File: config.mk
export PLATFORM = sky130hd
export DESIGN_NAME = jtag_tap_ctrl_flat
export DESIGN_NICKNAME = d
export VERILOG_FILES = /design/src/rtl/jtag_tap_ctrl_if.sv /design/src/rtl/jtag_tap_ctrl.sv /design/src/flat_wrapper.sv
export SDC_FILE = /design/constraint.sdc
export NUM_CORES = 1
export LEC_CHECK = 0
export BUFFER_PORTS_ARGS = -buffer_cell sky130_fd_sc_hd__buf_2
export CAP_MARGIN = 20
export CORE_MARGIN = 2
export CORE_UTILIZATION = 40
export CTS_CLUSTER_SIZE = 25
export DETAILED_ROUTE_END_ITERATION = 7
export PLACE_DENSITY_LB_ADDON = 0.05
export SETUP_SLACK_MARGIN = 0.3
export SYNTH_ARGS = -nofsm -noshare
export SYNTH_HDL_FRONTEND = slang
export SYNTH_SLANG_ARGS = --single-unit
File: constraint.sdc
create_clock -name ICLK -period 1.3 [get_ports ICLK]
set_clock_uncertainty 0.05 [all_clocks]
set_input_delay 0.195 -clock ICLK [delete_from_list [all_inputs] [get_ports ICLK]]
set_output_delay 0.195 -clock ICLK [all_outputs]
set_load 0.01 [all_outputs]
File: src/rtl/jtag_tap_ctrl_if.sv
// Chain-side bundle of the JTAG TAP controller: the serial input feed,
// enable strobes and shift levels toward the IR/DR cells, and the chain outputs.
interface jtag_tap_ctrl_if;
    logic tdi_s;
    logic tdo_ir;
    logic tdo_dr;
    logic shift_ir;
    logic clk_ir;
    logic update_ir;
    logic shift_dr;
    logic clk_dr;
    logic update_dr;
    logic tlr;

    modport master (
        output tdi_s, shift_ir, clk_ir, update_ir,
        output shift_dr, clk_dr, update_dr, tlr,
        input  tdo_ir, tdo_dr
    );

    modport slave (
        input  tdi_s, shift_ir, clk_ir, update_ir,
        input  shift_dr, clk_dr, update_dr, tlr,
        output tdo_ir, tdo_dr
    );
endinterface

File: src/rtl/jtag_tap_ctrl.sv
// IEEE 1149.1-style TAP controller, TCK/TMS/TDI oversampled in the ICLK domain.
// Optional macro JTAG_TAP_STATE_PORT_EN exposes tap_state and tck_rise_dbg.
module jtag_tap_ctrl #(
    parameter int SYNC_STAGES = 2
) (
    input  logic       ICLK,
    input  logic       IRSTn,
    input  logic       TCK,
    input  logic       TMS,
    input  logic       TDI,
    output logic       TDO,
    output logic       TDO_OE,
`ifdef JTAG_TAP_STATE_PORT_EN
    output logic [3:0] tap_state,
    output logic       tck_rise_dbg,
`endif
    jtag_tap_ctrl_if.master chain
);

    typedef enum logic [3:0] {
        TLR    = 4'hF, RTI    = 4'hC,
        SEL_DR = 4'h7, CAP_DR = 4'h6, SH_DR  = 4'h2, EX1_DR = 4'h1,
        PAU_DR = 4'h3, EX2_DR = 4'h0, UPD_DR = 4'h5,
        SEL_IR = 4'h4, CAP_IR = 4'hE, SH_IR  = 4'hA, EX1_IR = 4'h9,
        PAU_IR = 4'hB, EX2_IR = 4'h8, UPD_IR = 4'hD
    } tap_state_e;

    logic [SYNC_STAGES-1:0] tck_sync_q;
    logic [SYNC_STAGES-1:0] tms_sync_q;
    logic [SYNC_STAGES-1:0] tdi_sync_q;
    logic                   tck_prev_q;
    tap_state_e             state_q, state_d;
    logic                   tdo_q, tdo_d;
    logic                   tdo_oe_q, tdo_oe_d;

    logic tck_s, tms_s, tck_rise, tck_fall;
    logic in_sh_ir, in_sh_dr;

    // All three pins tap the same stage so TMS/TDI line up with the TCK edge.
    assign tck_s    = tck_sync_q[SYNC_STAGES-1];
    assign tms_s    = tms_sync_q[SYNC_STAGES-1];
    assign tck_rise = tck_s & ~tck_prev_q;
    assign tck_fall = ~tck_s & tck_prev_q;
    assign in_sh_ir = (state_q == SH_IR);
    assign in_sh_dr = (state_q == SH_DR);

    always_ff @(posedge ICLK or negedge IRSTn) begin
        if (!IRSTn) begin
            tck_sync_q <= '0;
            tms_sync_q <= '0;
            tdi_sync_q <= '0;
            tck_prev_q <= 1'b0;
        end else begin
            tck_sync_q <= {tck_sync_q[SYNC_STAGES-2:0], TCK};
            tms_sync_q <= {tms_sync_q[SYNC_STAGES-2:0], TMS};
            tdi_sync_q <= {tdi_sync_q[SYNC_STAGES-2:0], TDI};
            tck_prev_q <= tck_s;
        end
    end

    always_ff @(posedge ICLK or negedge IRSTn) begin
        if (!IRSTn) begin
            state_q  <= TLR;
            tdo_q    <= 1'b1;
            tdo_oe_q <= 1'b0;
        end else begin
            state_q  <= state_d;
            tdo_q    <= tdo_d;
            tdo_oe_q <= tdo_oe_d;
        end
    end

    always_comb begin
        state_d = state_q;
        if (tck_rise) begin
            case (state_q)
                TLR:     state_d = tms_s ? TLR    : RTI;
                RTI:     state_d = tms_s ? SEL_DR : RTI;
                SEL_DR:  state_d = tms_s ? SEL_IR : CAP_DR;
                CAP_DR:  state_d = tms_s ? EX1_DR : SH_DR;
                SH_DR:   state_d = tms_s ? EX1_DR : SH_DR;
                EX1_DR:  state_d = tms_s ? UPD_DR : PAU_DR;
                PAU_DR:  state_d = tms_s ? EX2_DR : PAU_DR;
                EX2_DR:  state_d = tms_s ? UPD_DR : SH_DR;
                UPD_DR:  state_d = tms_s ? SEL_DR : RTI;
                SEL_IR:  state_d = tms_s ? TLR    : CAP_IR;
                CAP_IR:  state_d = tms_s ? EX1_IR : SH_IR;
                SH_IR:   state_d = tms_s ? EX1_IR : SH_IR;
                EX1_IR:  state_d = tms_s ? UPD_IR : PAU_IR;
                PAU_IR:  state_d = tms_s ? EX2_IR : PAU_IR;
                EX2_IR:  state_d = tms_s ? UPD_IR : SH_IR;
                UPD_IR:  state_d = tms_s ? SEL_DR : RTI;
                default: state_d = TLR;
            endcase
        end
    end

    always_comb begin
        chain.tdi_s     = tdi_sync_q[SYNC_STAGES-1];
        chain.shift_ir  = in_sh_ir;
        chain.shift_dr  = in_sh_dr;
        chain.clk_ir    = tck_rise & (in_sh_ir | (state_q == CAP_IR));
        chain.clk_dr    = tck_rise & (in_sh_dr | (state_q == CAP_DR));
        chain.update_ir = tck_fall & (state_q == UPD_IR);
        chain.update_dr = tck_fall & (state_q == UPD_DR);
        chain.tlr       = (state_q == TLR);
        tdo_d           = tdo_q;
        tdo_oe_d        = tdo_oe_q;
        // TDO changes on the falling TCK, half a period before the probe samples.
        if (tck_fall) begin
            tdo_oe_d = in_sh_ir | in_sh_dr;
            if (in_sh_ir)      tdo_d = chain.tdo_ir;
            else if (in_sh_dr) tdo_d = chain.tdo_dr;
        end
    end

    assign TDO    = tdo_q;
    assign TDO_OE = tdo_oe_q;

`ifdef JTAG_TAP_STATE_PORT_EN
    assign tap_state    = state_q;
    assign tck_rise_dbg = tck_rise;
`endif

endmodule

File: src/flat_wrapper.sv
// flat-port wrapper written by rule: the top's interface ports become plain ports
module jtag_tap_ctrl_flat 
#(
    parameter int SYNC_STAGES = 2
)
  (ICLK, IRSTn, TCK, TMS, TDI, TDO, TDO_OE, chain_tdi_s, chain_shift_ir, chain_clk_ir, chain_update_ir, chain_shift_dr, chain_clk_dr, chain_update_dr, chain_tlr, chain_tdo_ir, chain_tdo_dr);
  jtag_tap_ctrl_if chain_i ();
  input  logic ICLK;
  input  logic IRSTn;
  input  logic TCK;
  input  logic TMS;
  input  logic TDI;
  output logic TDO;
  output logic TDO_OE;
  output wire logic [$bits(chain_i.tdi_s)-1:0] chain_tdi_s;
  output wire logic [$bits(chain_i.shift_ir)-1:0] chain_shift_ir;
  output wire logic [$bits(chain_i.clk_ir)-1:0] chain_clk_ir;
  output wire logic [$bits(chain_i.update_ir)-1:0] chain_update_ir;
  output wire logic [$bits(chain_i.shift_dr)-1:0] chain_shift_dr;
  output wire logic [$bits(chain_i.clk_dr)-1:0] chain_clk_dr;
  output wire logic [$bits(chain_i.update_dr)-1:0] chain_update_dr;
  output wire logic [$bits(chain_i.tlr)-1:0] chain_tlr;
  input wire logic [$bits(chain_i.tdo_ir)-1:0] chain_tdo_ir;
  input wire logic [$bits(chain_i.tdo_dr)-1:0] chain_tdo_dr;
  assign chain_tdi_s = chain_i.tdi_s;
  assign chain_shift_ir = chain_i.shift_ir;
  assign chain_clk_ir = chain_i.clk_ir;
  assign chain_update_ir = chain_i.update_ir;
  assign chain_shift_dr = chain_i.shift_dr;
  assign chain_clk_dr = chain_i.clk_dr;
  assign chain_update_dr = chain_i.update_dr;
  assign chain_tlr = chain_i.tlr;
  assign chain_i.tdo_ir = chain_tdo_ir;
  assign chain_i.tdo_dr = chain_tdo_dr;
  jtag_tap_ctrl #(.SYNC_STAGES(SYNC_STAGES)) u_core (.ICLK(ICLK), .IRSTn(IRSTn), .TCK(TCK), .TMS(TMS), .TDI(TDI), .TDO(TDO), .TDO_OE(TDO_OE), .chain(chain_i));
endmodule
# [Word level (Yosys, flattened, before mapping)]
# Cells that the tools add are included.
[totals] reg_bits=13 output_inout_bits=10
[op_classes] n_eq_ne=15 muxes=15 bitwise_logic=11 reduce_logical=6
[ops] cell="4-bit one-hot mux with 12 select lines" count=1
[ops] cell="4-bit == test (second input constant)" count=8
[ops] cell="4-bit by 3-bit == test with 1-bit output (second input constant)" count=4
[ops] cell="2-bit two-way mux" count=6
[ops] cell="3-bit two-way mux" count=4
[ops] cell="4-bit by 2-bit == test with 1-bit output (second input constant)" count=2
[ops] cell="1-bit AND" count=6
[ops] cell="4-bit by 1-bit == test with 1-bit output (second input constant)" count=1
[ops] cell="4-bit logical NOT" count=1
[ops] cell="4-bit two-way mux" count=1
[ops] cell="2-bit OR reduction" count=2
[ops] cell="1-bit two-way mux" count=3
[ops] cell="1-bit OR" count=3
[ops] cell="3-bit OR reduction" count=1
[ops] cell="1-bit NOT" count=2
[ops] cell="2-bit AND reduction" count=1
[ops] cell="2-bit nonzero test" count=1

# [Longest topological paths before layout]
# Gate-level depths: netlist of run 1.
[logic_depth] ltp_word=3 depth_mapped=4 mapped_depth_nobuf=3

# [Least setup slack after synthesis of run 1]
# No wires, ideal clock.
[synth_timing] path_kind="reg-to-output" from="reg u_core.state_q[0]" to="out chain_update_dr" arrival_time_ps=1062 setup_slack_ps=-7 stages_incl_launch_ff=4 path_buffers=1 path_cell_list="dfstp_2 > buf_2 > nand3b_1 > nor3b_2"
[synth_between] elab_chain_len=2
[synth_lines] element="start, declared" line="jtag_tap_ctrl.sv:32" text="tap_state_e state_q, state_d;"
[synth_lines] element="start signal, assigned" line="jtag_tap_ctrl.sv:67" text="state_q <= state_d;"
[synth_lines] element="4-bit by 3-bit == test with 1-bit output" line="jtag_tap_ctrl.sv:105" text="chain.update_dr = tck_fall & (state_q == UPD_DR);"
[synth_lines] element="1-bit AND" line="jtag_tap_ctrl.sv:105"
[synth_lines] element="end, declared" line="flat_wrapper.sv:21" text="output wire logic [$bits(chain_i.update_dr)-1:0] chain_update_dr;"
# No other way between the ends.

# [Worst setup path after layout of run 1]
[layout_timing] from="reg u_core.state_q[1]" to="out chain_shift_dr"
[layout_between] elab_chain_len=1
[layout_lines] element="4-bit by 2-bit == test with 1-bit output" line="jtag_tap_ctrl.sv:45" text="assign in_sh_dr = (state_q == SH_DR);"
[layout_lines] element="end, declared" line="flat_wrapper.sv:19" text="output wire logic [$bits(chain_i.shift_dr)-1:0] chain_shift_dr;"
# No other way between the ends.

==> results of run 1 <==
==> layout make-up <==
| cell class | count | area (um2) | area share (%) |
|---|---|---|---|
| flip-flops and latches | 13 | 332 | 32.8 |
| multi-input cells | 37 | 314 | 31.1 |
| well taps | 15 | 18.8 | 1.86 |
| clock buffers | 4 | 26.3 | 2.60 |
| repair buffers | 40 | 319 | 31.6 |
==> state kept, by name (all words and copies together) (netlist names) <==
name,cells
u_core.state_q,4
u_core.tck_sync_q,2
u_core.tdi_sync_q,2
u_core.tms_sync_q,2
u_core.TDO,1
u_core.TDO_OE,1
u_core.tck_prev_q,1
==> what timing repair did <==
| action | in CTS | in global routing |
|---|---|---|
| resized for setup | 14 | 7 |
| pin swaps | 4 | 4 |
| hold endpoints to repair | 11 | 0 |
| hold buffers | 4 | 0 |
| setup endpoints to repair | 16 | 16 |
| setup buffers | 10 | 2 |
==> critical path, stage by stage, from the launching register on <==
cell and delay (ns):
dfstp_2 0.56, nor3b_4 0.22, nor2b_4 0.18, buf_6 0.10
==> through the flow <==
stage	power (mW)	cells	hold slack [ns]	utilization [%]	setup TNS [ns]
final	1.91	109	0.209	74.8	-1.75
after global routing	2.03	109	0.208	74.8	-2.38
after CTS	1.79	107	0.202	72.0	-1.72
after detailed placement	1.22	89	0.0408	56.8	-0.0302
after global placement	1.20	89	0.0400	56.8	0
after floorplan	1.05	52	-0.151	-	0
==> worst paths after layout <==
kind	end	slack [ns]	cells after the start
max	chain_shift_dr	-0.27	3
min in group asynchronous	u_core.tck_sync_q[0]	0.28	2
max reg2reg	u_core.TDO_OE	-0.10	5
max in group asynchronous	u_core.TDO	0.64	2
min reg2reg	u_core.tms_sync_q[1]	0.31	0
min	u_core.TDO	0.21	3
==> power by group through the flow <==
stage | Sequential (mW) | Clock, mW | Combinational [mW]
floorplan | 0.655 | 0 | 0.397
global placement | 0.713 | 0 | 0.488
detailed placement | 0.722 | 0 | 0.497
CTS | 0.667 | 0.244 | 0.875
global route | 0.691 | 0.257 | 1.08
finish | 0.675 | 0.233 | 0.999
==> cells in the final DEF (no fill, tap or decap), drive strengths merged <==
cell,Yosys,routed
and4,1,1
clkbuf,0,4
and4b,1,1
nand2,4,4
nor4b,1,1
nor3b,2,2
dfstp,5,5
a31oi,2,2
nand3b,2,2
o21ai,4,4
and2,1,1
dfrtp,8,8
nor2,5,5
nand2b,1,1
nor2b,2,2
mux2,1,1
o21a,1,1
a21oi,4,4
buf,2,36
a21bo,1,1
mux2i,1,1
nand4,1,1
and2b,1,1
and4bb,1,1
dlygate4sd3,0,4
==> layer usage <==
metal  track usage [%]  share of wire [%]
met1              21.9                 45
met4              5.63               0.42
met2              31.1                 51
met3              3.88                3.7
met5                 0                  0
==> cells by family (layout without fill, tap and decap cells) <==
| family | after synthesis | in the layout | share of synthesized area (%) |
|---|---|---|---|
| AOI/OAI and AO/OA | 12 | 12 | 11.8 |
| muxes | 2 | 2 | 3.58 |
| buffers and inverters | 2 | 44 | 1.68 |
| DFF | 13 | 13 | 55.8 |
| and+or+nand+nor | 23 | 23 | 27.2 |
==> reports/qor.json, run 1 <==
{
  "outcome": "finished with violations",
  "failed_checks": "negative setup slack",
  "r2r-start": "u_core.state_q[0]",
  "pre_cts_slack_ns": -0.0302,
  "timing.final.crit_period_ns": 1.57,
  "synth_top_area_cell": "dfrtp_1",
  "grt_pass1_wl_mm": 2.39,
  "number_of_register_bits_inferred_by_synthesis": 13,
  "routed_wire_length_per_instance_um": 13.0,
  "cts_tree": "built",
  "post_synth_instance_area_um2": 594,
  "synth_edf_count": 0,
  "final-setup-viol-count": 11,
  "gp_congestion": 0.805,
  "cap_viol_max_count": 0,
  "detailedRoute.firstPassIterationCount": 4,
  "power_frac_comb_pct": 52.4,
  "tritoncts_num_sinks": 13,
  "synth_cell_type_count": 26,
  "yosysTopAreaCellShare_pct": 33.7,
  "share_clk_of_total_power_pct": 12.2,
  "gr-usage-all-layers_pct": 17.9,
  "clockRootBuffer": "clkbuf_4",
  "holdCritPathClass": "input pin to register",
  "maxClockFrequency_mhz": 639,
  "fillers": 104,
  "layout_worst_path_cycle_share_pct": 120,
  "fp.dieArea_mm2": 0.00181,
  "ratio_of_cells_with_drive_above_1_in_the_final_layout_pct": 62.8,
  "async_flop_share_pct": 100,
  "pwr_density_cell_mw_per_mm2": 1890,
  "core-area_mm2": 0.00135,
  "crit_end_category": "output port",
  "timing.final.max_slew_violations": 0,
  "first_global_vias": 555,
  "synth.top_cells.by_count": "8 x dfrtp_1, 5 x dfstp_2, 5 x nor2_1",
  "syn-num-nets": 59,
  "grt_antenna_before_repair": 0,
  "wirelength_mm": 1.42,
  "worstMarginPinSlew_ns": 0.312,
  "total_switching_power_uw": 643,
  "synth_top_flop_cell": "dfrtp_1",
  "post_dr_vias_cell": 4.92,
  "criticalPathCategory": "register to output port",
  "hp-start": "chain_tdo_dr",
  "startpoint": "u_core.state_q[1]",
  "netSwitchingFraction_pct": 33.7,
  "p_int_mw": 1.26,
  "p_leak_nw": 0.484,
  "critical_path.startpoint_type": "register",
  "initial_core_util_pct": 44.0,
  "timing_hold_violations_final": 0,
  "cts_buffers": 3,
  "synthToLayoutAreaGrowth_pct": 69.9,
  "cp.arrival_ns": 1.32,
  "fp-row-count": 13,
  "hpwlAfterDp_um": 889,
  "final_antenna_net_count": 0,
  "clk_pin_slew_worst_paths_ns": 0.07,
  "portBuffers": 16,
  "worstPathRequired_ns": 1.05,
  "die_width_um": 42.5,
  "synth.most_common_cell": "dfrtp_1",
  "cts_max_path_buffers": 2,
  "grt_max_degree": 14,
  "drt-initial-drc-count": 11,
  "finalNetCount": 102,
  "synth.top_cells.by_area": "dfrtp_1 34%, dfstp_2 22%, a21oi_1 3.4%",
  "crit_fanout": 3,
  "ir_drop_mv": 1.35,
  "grt.overflow.total": 0,
  "insertion_delay_ns": 0.26,
  "diodes": 0,
  "grt_setup_unrepaired": "yes",
  "post_dp_cell_area_um2": 767,
  "timing.final.ws_setup_ns": -0.266,
  "htreeDepth": 1,
  "seq_power_share_pct": 35.4,
  "synth_area_per_cell_um2": 11.4,
  "die_y_um": 42.5,
  "design.portCount": 17,
  "final_area_mm2": 0.00101,
  "via_count": 536,
  "share_of_synthesized_area_occupied_by_flip_flops_and_latches_pct": 55.8,
  "yosysWarningCount": 0,
  "slew_headroom_pct": 79.2,
  "drt_drc_violations_left": 0,
  "post_synth_inst_count": 52
}
No activity file was read; power rests on OpenSTA's default activity.
==> inputs of run 2 (changes only) <==
--- a/config.mk
+++ b/config.mk
@@ -13,6 +13,7 @@
 export DETAILED_ROUTE_END_ITERATION = 7
 export PLACE_DENSITY_LB_ADDON = 0.05
 export SETUP_SLACK_MARGIN = 0.3
+export SKIP_CTS_REPAIR_TIMING = 1
 export SYNTH_ARGS = -nofsm -noshare
 export SYNTH_HDL_FRONTEND = slang
 export SYNTH_SLANG_ARGS = --single-unit
==> reports/qor.json, run 2 (synthesis gave the netlist of run 1 again) <==
{
  "outcome": "finished with violations",
  "failed_checks": "negative setup slack",
  "grt_max_degree": 14,
  "detailroute.wirelength.met2_um": 701,
  "portBuffers": 16,
  "timing.final.crit_period_ns": 1.57,
  "timing_hold_violations_final": 0,
  "fp.dieArea_mm2": 0.00181,
  "gr-usage-all-layers_pct": 15.1,
  "route.top_layer_used": "met4",
  "fp-row-count": 13,
  "grt_pass1_wl_mm": 2.02,
  "design.portCount": 17,
  "final-setup-viol-count": 9,
  "grt.overflow.total": 0,
  "post_dp_cell_area_um2": 767,
  "worstPathRequired_ns": 1.05,
  "min_delay_worst_endpoint": "u_core.TDO",
  "cp.arrival_ns": 1.32,
  "largest_register_ffs": 4,
  "worstMarginPinSlew_ns": 0.264,
  "placedCellCount": 89,
  "routed_wire_length_per_instance_um": 12.9,
  "crit_end_category": "output port",
  "fin_util_pct": 72.9,
  "most_frequent_standard_cell_in_the_layout_excluding_fill_and_tap_cells": "buf_2",
  "die_width_um": 42.5,
  "timing.final.ws_setup_ns": -0.269,
  "detailedRoute.firstPassIterationCount": 5,
  "holdCritPathClass": "input pin to register",
  "post_dr_vias_cell": 5.20,
  "insertion_delay_ns": 0.26,
  "drt-initial-drc-count": 17,
  "layout_worst_path_cycle_share_pct": 121,
  "worstReg2RegEnd": "u_core.state_q[3]",
  "via_count": 556,
  "critical_path.startpoint_type": "register",
  "maxClockFrequency_mhz": 637,
  "post-layout-total-power_mw": 1.87,
  "totalNegativeSetupSlack_ns": -1.63,
  "p_leak_nw": 0.474,
  "timing.final.max_slew_violations": 0,
  "cts_buffers": 3,
  "r2r-start": "u_core.state_q[1]",
  "tritoncts_num_sinks": 13,
  "ratio_of_cells_with_drive_above_1_in_the_final_layout_pct": 59.8,
  "clockRootBuffer": "clkbuf_4",
  "pre_cts_slack_ns": -0.0302,
  "fin_hold_ws_ns": 0.210,
  "gp_congestion": 0.805,
  "cap_viol_max_count": 0,
  "crit_path_cell_trace": "nor3b_4 > nor2b_4 > buf_6",
  "drt_drc_violations_left": 0,
  "diodes": 0,
  "pwr_density_cell_mw_per_mm2": 1900,
  "slowest_delay_ns": 0.56,
  "max_flop_register": "u_core.state_q",
  "finalNetCount": 100,
  "grt_antenna_before_repair": 0,
  "startpoint": "u_core.state_q[1]",
  "htreeDepth": 1,
  "r2r_setup_slack_ns": -0.05,
  "hpwlAfterDp_um": 889,
  "grt_setup_unrepaired": "yes",
  "cts_tree": "built",
  "criticalPathCategory": "register to output port",
  "layout.cells.most_common_list": "13 x buf_2, 12 x buf_4, 8 x buf_6, 8 x dfrtp_1, 5 x dfstp_2",
  "cts_max_path_buffers": 2,
  "wirelength_mm": 1.38,
  "fillers": 103,
  "reg2reg_depth": 5,
  "met3RoutedLength_um": 96,
  "core-area_mm2": 0.00135,
  "initial_core_util_pct": 44.0,
  "critical_path.slowest_cell": "dfstp_2",
  "first_global_vias": 459,
  "routedLengthMet1_um": 568,
  "min_path_cells": 3,
  "slew_headroom_pct": 82.4,
  "synthToLayoutAreaGrowth_pct": 65.7,
  "clk_pin_slew_worst_paths_ns": 0.07,
  "die_y_um": 42.5,
  "final_antenna_net_count": 0,
  "ir_drop_mv": 1.25,
  "final_area_um2": 985,
  "crit_fanout": 3,
  "hp-start": "chain_tdo_dr",
  "finish.cell_count_without_fillers": 107
}
==> run 2: worst max-delay path by stage <==
stage | end | slack, ns | cells past startpoint
final | chain_shift_dr | -0.27 | 3
after global routing | chain_update_dr | -0.35 | 4
after CTS | chain_update_dr | -0.33 | 3
after detailed placement | chain_update_dr | -0.03 | 3
after global placement | chain_update_dr | 0.003 | 3
after floorplan | chain_update_dr | 0.06 | 3
==> run 2: routing by layer <==
| layer | track usage [%] | up-vias |
|---|---|---|
| li1 | - | 267 |
| met1 | 20.8 | 253 |
| met2 | 22.2 | 32 |
| met3 | 3.88 | 4 |
| met4 | 6.88 | 0 |
| met5 | 0 | - |
==> run 2: layout make-up <==
cell class | count | area [um2] | share of cell area, %
sequential | 13 | 332 | 33.7
timing repair buffer | 38 | 305 | 31.0
multi-input combinational | 37 | 303 | 30.7
clock buffer | 4 | 26.3 | 2.67
tap | 15 | 18.8 | 1.91
==> run 2: where the power goes <==
part	internal [mW]	switching (mW)	total, mW
sequential	0.549	0.126	0.674
clock	0.118	0.114	0.233
combinational	0.586	0.381	0.967
total	1.25	0.621	1.87
==> run 2: critical path: cells and delay by family, from the launching register on <==
kind | cells | cell delay [ns]
DFF | 1 | 0.56
and+or+nand+nor | 2 | 0.40
buffers and inverters | 1 | 0.10
==> inputs of run 3 (changes only) <==
--- a/config.mk
+++ b/config.mk
@@ -5,6 +5,7 @@
 export SDC_FILE = /design/constraint.sdc
 export NUM_CORES = 1
 export LEC_CHECK = 0
+export ABC_AREA = 1
 export BUFFER_PORTS_ARGS = -buffer_cell sky130_fd_sc_hd__buf_2
 export CAP_MARGIN = 20
 export CORE_MARGIN = 2
==> reports/qor.json, run 3 <==
{
  "crit_end_category": "output port",
  "ir_drop_mv": 0.944,
  "synth_compound_area_share_pct": 6.06,
  "r2r_setup_slack_ns": -0.12,
  "totalNegativeSetupSlack_ns": -2.11,
  "grt_pass1_wl_mm": 2.36,
  "criticalPathCategory": "register to output port",
  "grt_setup_unrepaired": "yes",
  "fin_util_pct": 66.5,
  "post_synth_fa_ha_maj_area_fraction_pct": 0,
  "post-layout-total-power_mw": 2.12,
  "via_count": 728,
  "pre_cts_slack_ns": -0.00528,
  "share_of_synthesized_area_occupied_by_flip_flops_and_latches_pct": 48.6,
  "final-setup-viol-count": 12,
  "post_synth_and_or_nand_nor_area_fraction_pct": 37.6,
  "slew_headroom_pct": 81.0,
  "portBuffers": 16,
  "largest_family_of_logic_cells_by_synthesized_area": "simple AND/OR/NAND/NOR gates",
  "post_synth_inst_count": 91,
  "layout.cells.most_common_list": "17 x nand2_1, 14 x buf_2, 9 x nor2_1, 9 x nand3_1",
  "final_antenna_net_count": 0,
  "worstMarginPinSlew_ns": 0.285,
  "cts_tree": "built",
  "timing.final.max_slew_violations": 0,
  "die_width_um": 45.3,
  "r2r-start": "u_core.state_q[1]",
  "first_global_vias": 603,
  "synth-xor-area-share_pct": 0,
  "routed_wire_length_per_instance_um": 12.4,
  "diodes": 0,
  "cts_max_path_buffers": 2,
  "clk_pin_slew_worst_paths_ns": 0.07,
  "wirelength_mm": 1.75,
  "drt_drc_violations_left": 0,
  "worstReg2RegEnd": "u_core.state_q[2]",
  "synth.top_cells.by_area": "dfrtp_1 29%, dfstp_2 19%, nand2_1 14%",
  "failed_checks": "negative setup slack",
  "cp.arrival_ns": 1.34,
  "layout_worst_path_cycle_share_pct": 122,
  "gr-usage-all-layers_pct": 16.3,
  "insertion_delay_ns": 0.27,
  "detailedRoute.firstPassIterationCount": 4,
  "hpwlAfterDp_mm": 1.14,
  "synth.most_common_cell": "nand2_1",
  "synth.top_cells.by_count": "25 x nand2_1, 17 x nor2_1, 11 x inv_1",
  "clockRootBuffer": "clkbuf_4",
  "fillers": 142,
  "design.portCount": 17,
  "async_flop_share_pct": 100,
  "most_frequent_standard_cell_in_the_layout_excluding_fill_and_tap_cells": "nand2_1",
  "timing_hold_violations_final": 0,
  "die_y_um": 45.3,
  "grt.overflow.total": 0,
  "synth_edf_count": 0,
  "synth_top_flop_cell": "dfrtp_1",
  "initial_core_util_pct": 43.7,
  "outcome": "finished with violations",
  "maxClockFrequency_mhz": 630,
  "reg2reg_depth": 8,
  "core-area_mm2": 0.00156,
  "p_leak_nw": 0.535,
  "yosysWarningCount": 0,
  "timing.final.crit_period_ns": 1.59,
  "syn-num-nets": 98,
  "post_dr_vias_cell": 5.16,
  "post_synth_instance_area_um2": 682,
  "fp.dieArea_mm2": 0.00205,
  "hp-start": "chain_tdo_ir",
  "timing.final.ws_setup_ns": -0.287,
  "grt_antenna_before_repair": 0,
  "synth_area_per_cell_um2": 7.49,
  "max_flop_register": "u_core.state_q",
  "largest_register_ffs": 4,
  "number_of_register_bits_inferred_by_synthesis": 13,
  "pwr_density_cell_mw_per_mm2": 2050,
  "ratio_of_cells_with_drive_above_1_in_the_final_layout_pct": 50.4,
  "grt_max_degree": 14,
  "cts_buffers": 3,
  "fp-row-count": 14,
  "tritoncts_num_sinks": 13,
  "htreeDepth": 1,
  "finalNetCount": 133,
  "placedCellCount": 125,
  "cap_viol_max_count": 0,
  "final_area_mm2": 0.00104,
  "finish.cell_count_without_fillers": 141,
  "gp_congestion": 0.962,
  "min_delay_worst_endpoint": "u_core.TDO",
  "critical_path.startpoint_type": "register",
  "synthToLayoutAreaGrowth_pct": 52.1,
  "worstPathRequired_ns": 1.05,
  "post_dp_cell_area_um2": 827,
  "synth_cell_type_count": 19,
  "synth_top_area_cell": "dfrtp_1",
  "holdCritPathClass": "input pin to register",
  "drt-initial-drc-count": 20,
  "yosysTopAreaCellShare_pct": 29.4,
  "min_path_cells": 3,
  "synthMuxAreaShare_pct": 0,
  "fin_hold_ws_ns": 0.0934,
  "crit_fanout": 7
}
[run 3: cell types whose count changed after synthesis, sizes merged, moves of 2 or more]
cell,delta
nor3b,-2
nand3,+11
nand2,+22
inv,+12
o21ai,-2
nor2,+13
nor3,+2
a21oi,-2
nor2b,-2
nand3b,-2
[run 3: where the power goes]
part           internal [mW]  switching, mW
registers              0.551          0.141
logic                  0.533          0.655
clock network          0.119          0.123
[run 3: final cells by class]
cell class / instances / area (um2) / area share (%)
Inverter: 12 / 52.6 / 5.07
Sequential cell: 13 / 332 / 32.0
Multi-Input combinational cell: 65 / 372 / 35.8
Clock buffer: 4 / 26.3 / 2.53
Tap cell: 16 / 20.0 / 1.93
Timing Repair Buffer: 31 / 235 / 22.7
[run 3: worst max-delay path: stages, from the launching register on]
cell,delay (ns)
dfstp_2,0.60
inv_4,0.08
nor2_4,0.11
nand2_2,0.08
nor2_2,0.07
buf_2,0.13
[run 3: cells by family after synthesis]
kind of cell    Yosys count
simple gates             58
flops                    13
buf+inv                  13
compound gates            7
[run 3: per-layer routing]
layer  global-route usage, %  part of all wire (%)  vias up
li1                        -                     -      355
met3                    3.60                   5.8        4
met4                    11.2                   1.9        0
met5                       0                     0        -
met2                    23.7                    49       28
met1                    21.3                    44      341
[run 3: worst max-delay path by stage]
stage               cells past startpoint           endpoint               from
floorplan                               8  u_core.state_q[0]  u_core.state_q[2]
global placement                        8  u_core.state_q[1]  u_core.state_q[1]
detailed placement                      8  u_core.state_q[0]  u_core.state_q[1]
CTS                                     6       chain_clk_dr  u_core.state_q[0]
global route                            5    chain_update_dr  u_core.state_q[2]
finish                                  5    chain_update_dr  u_core.state_q[2]
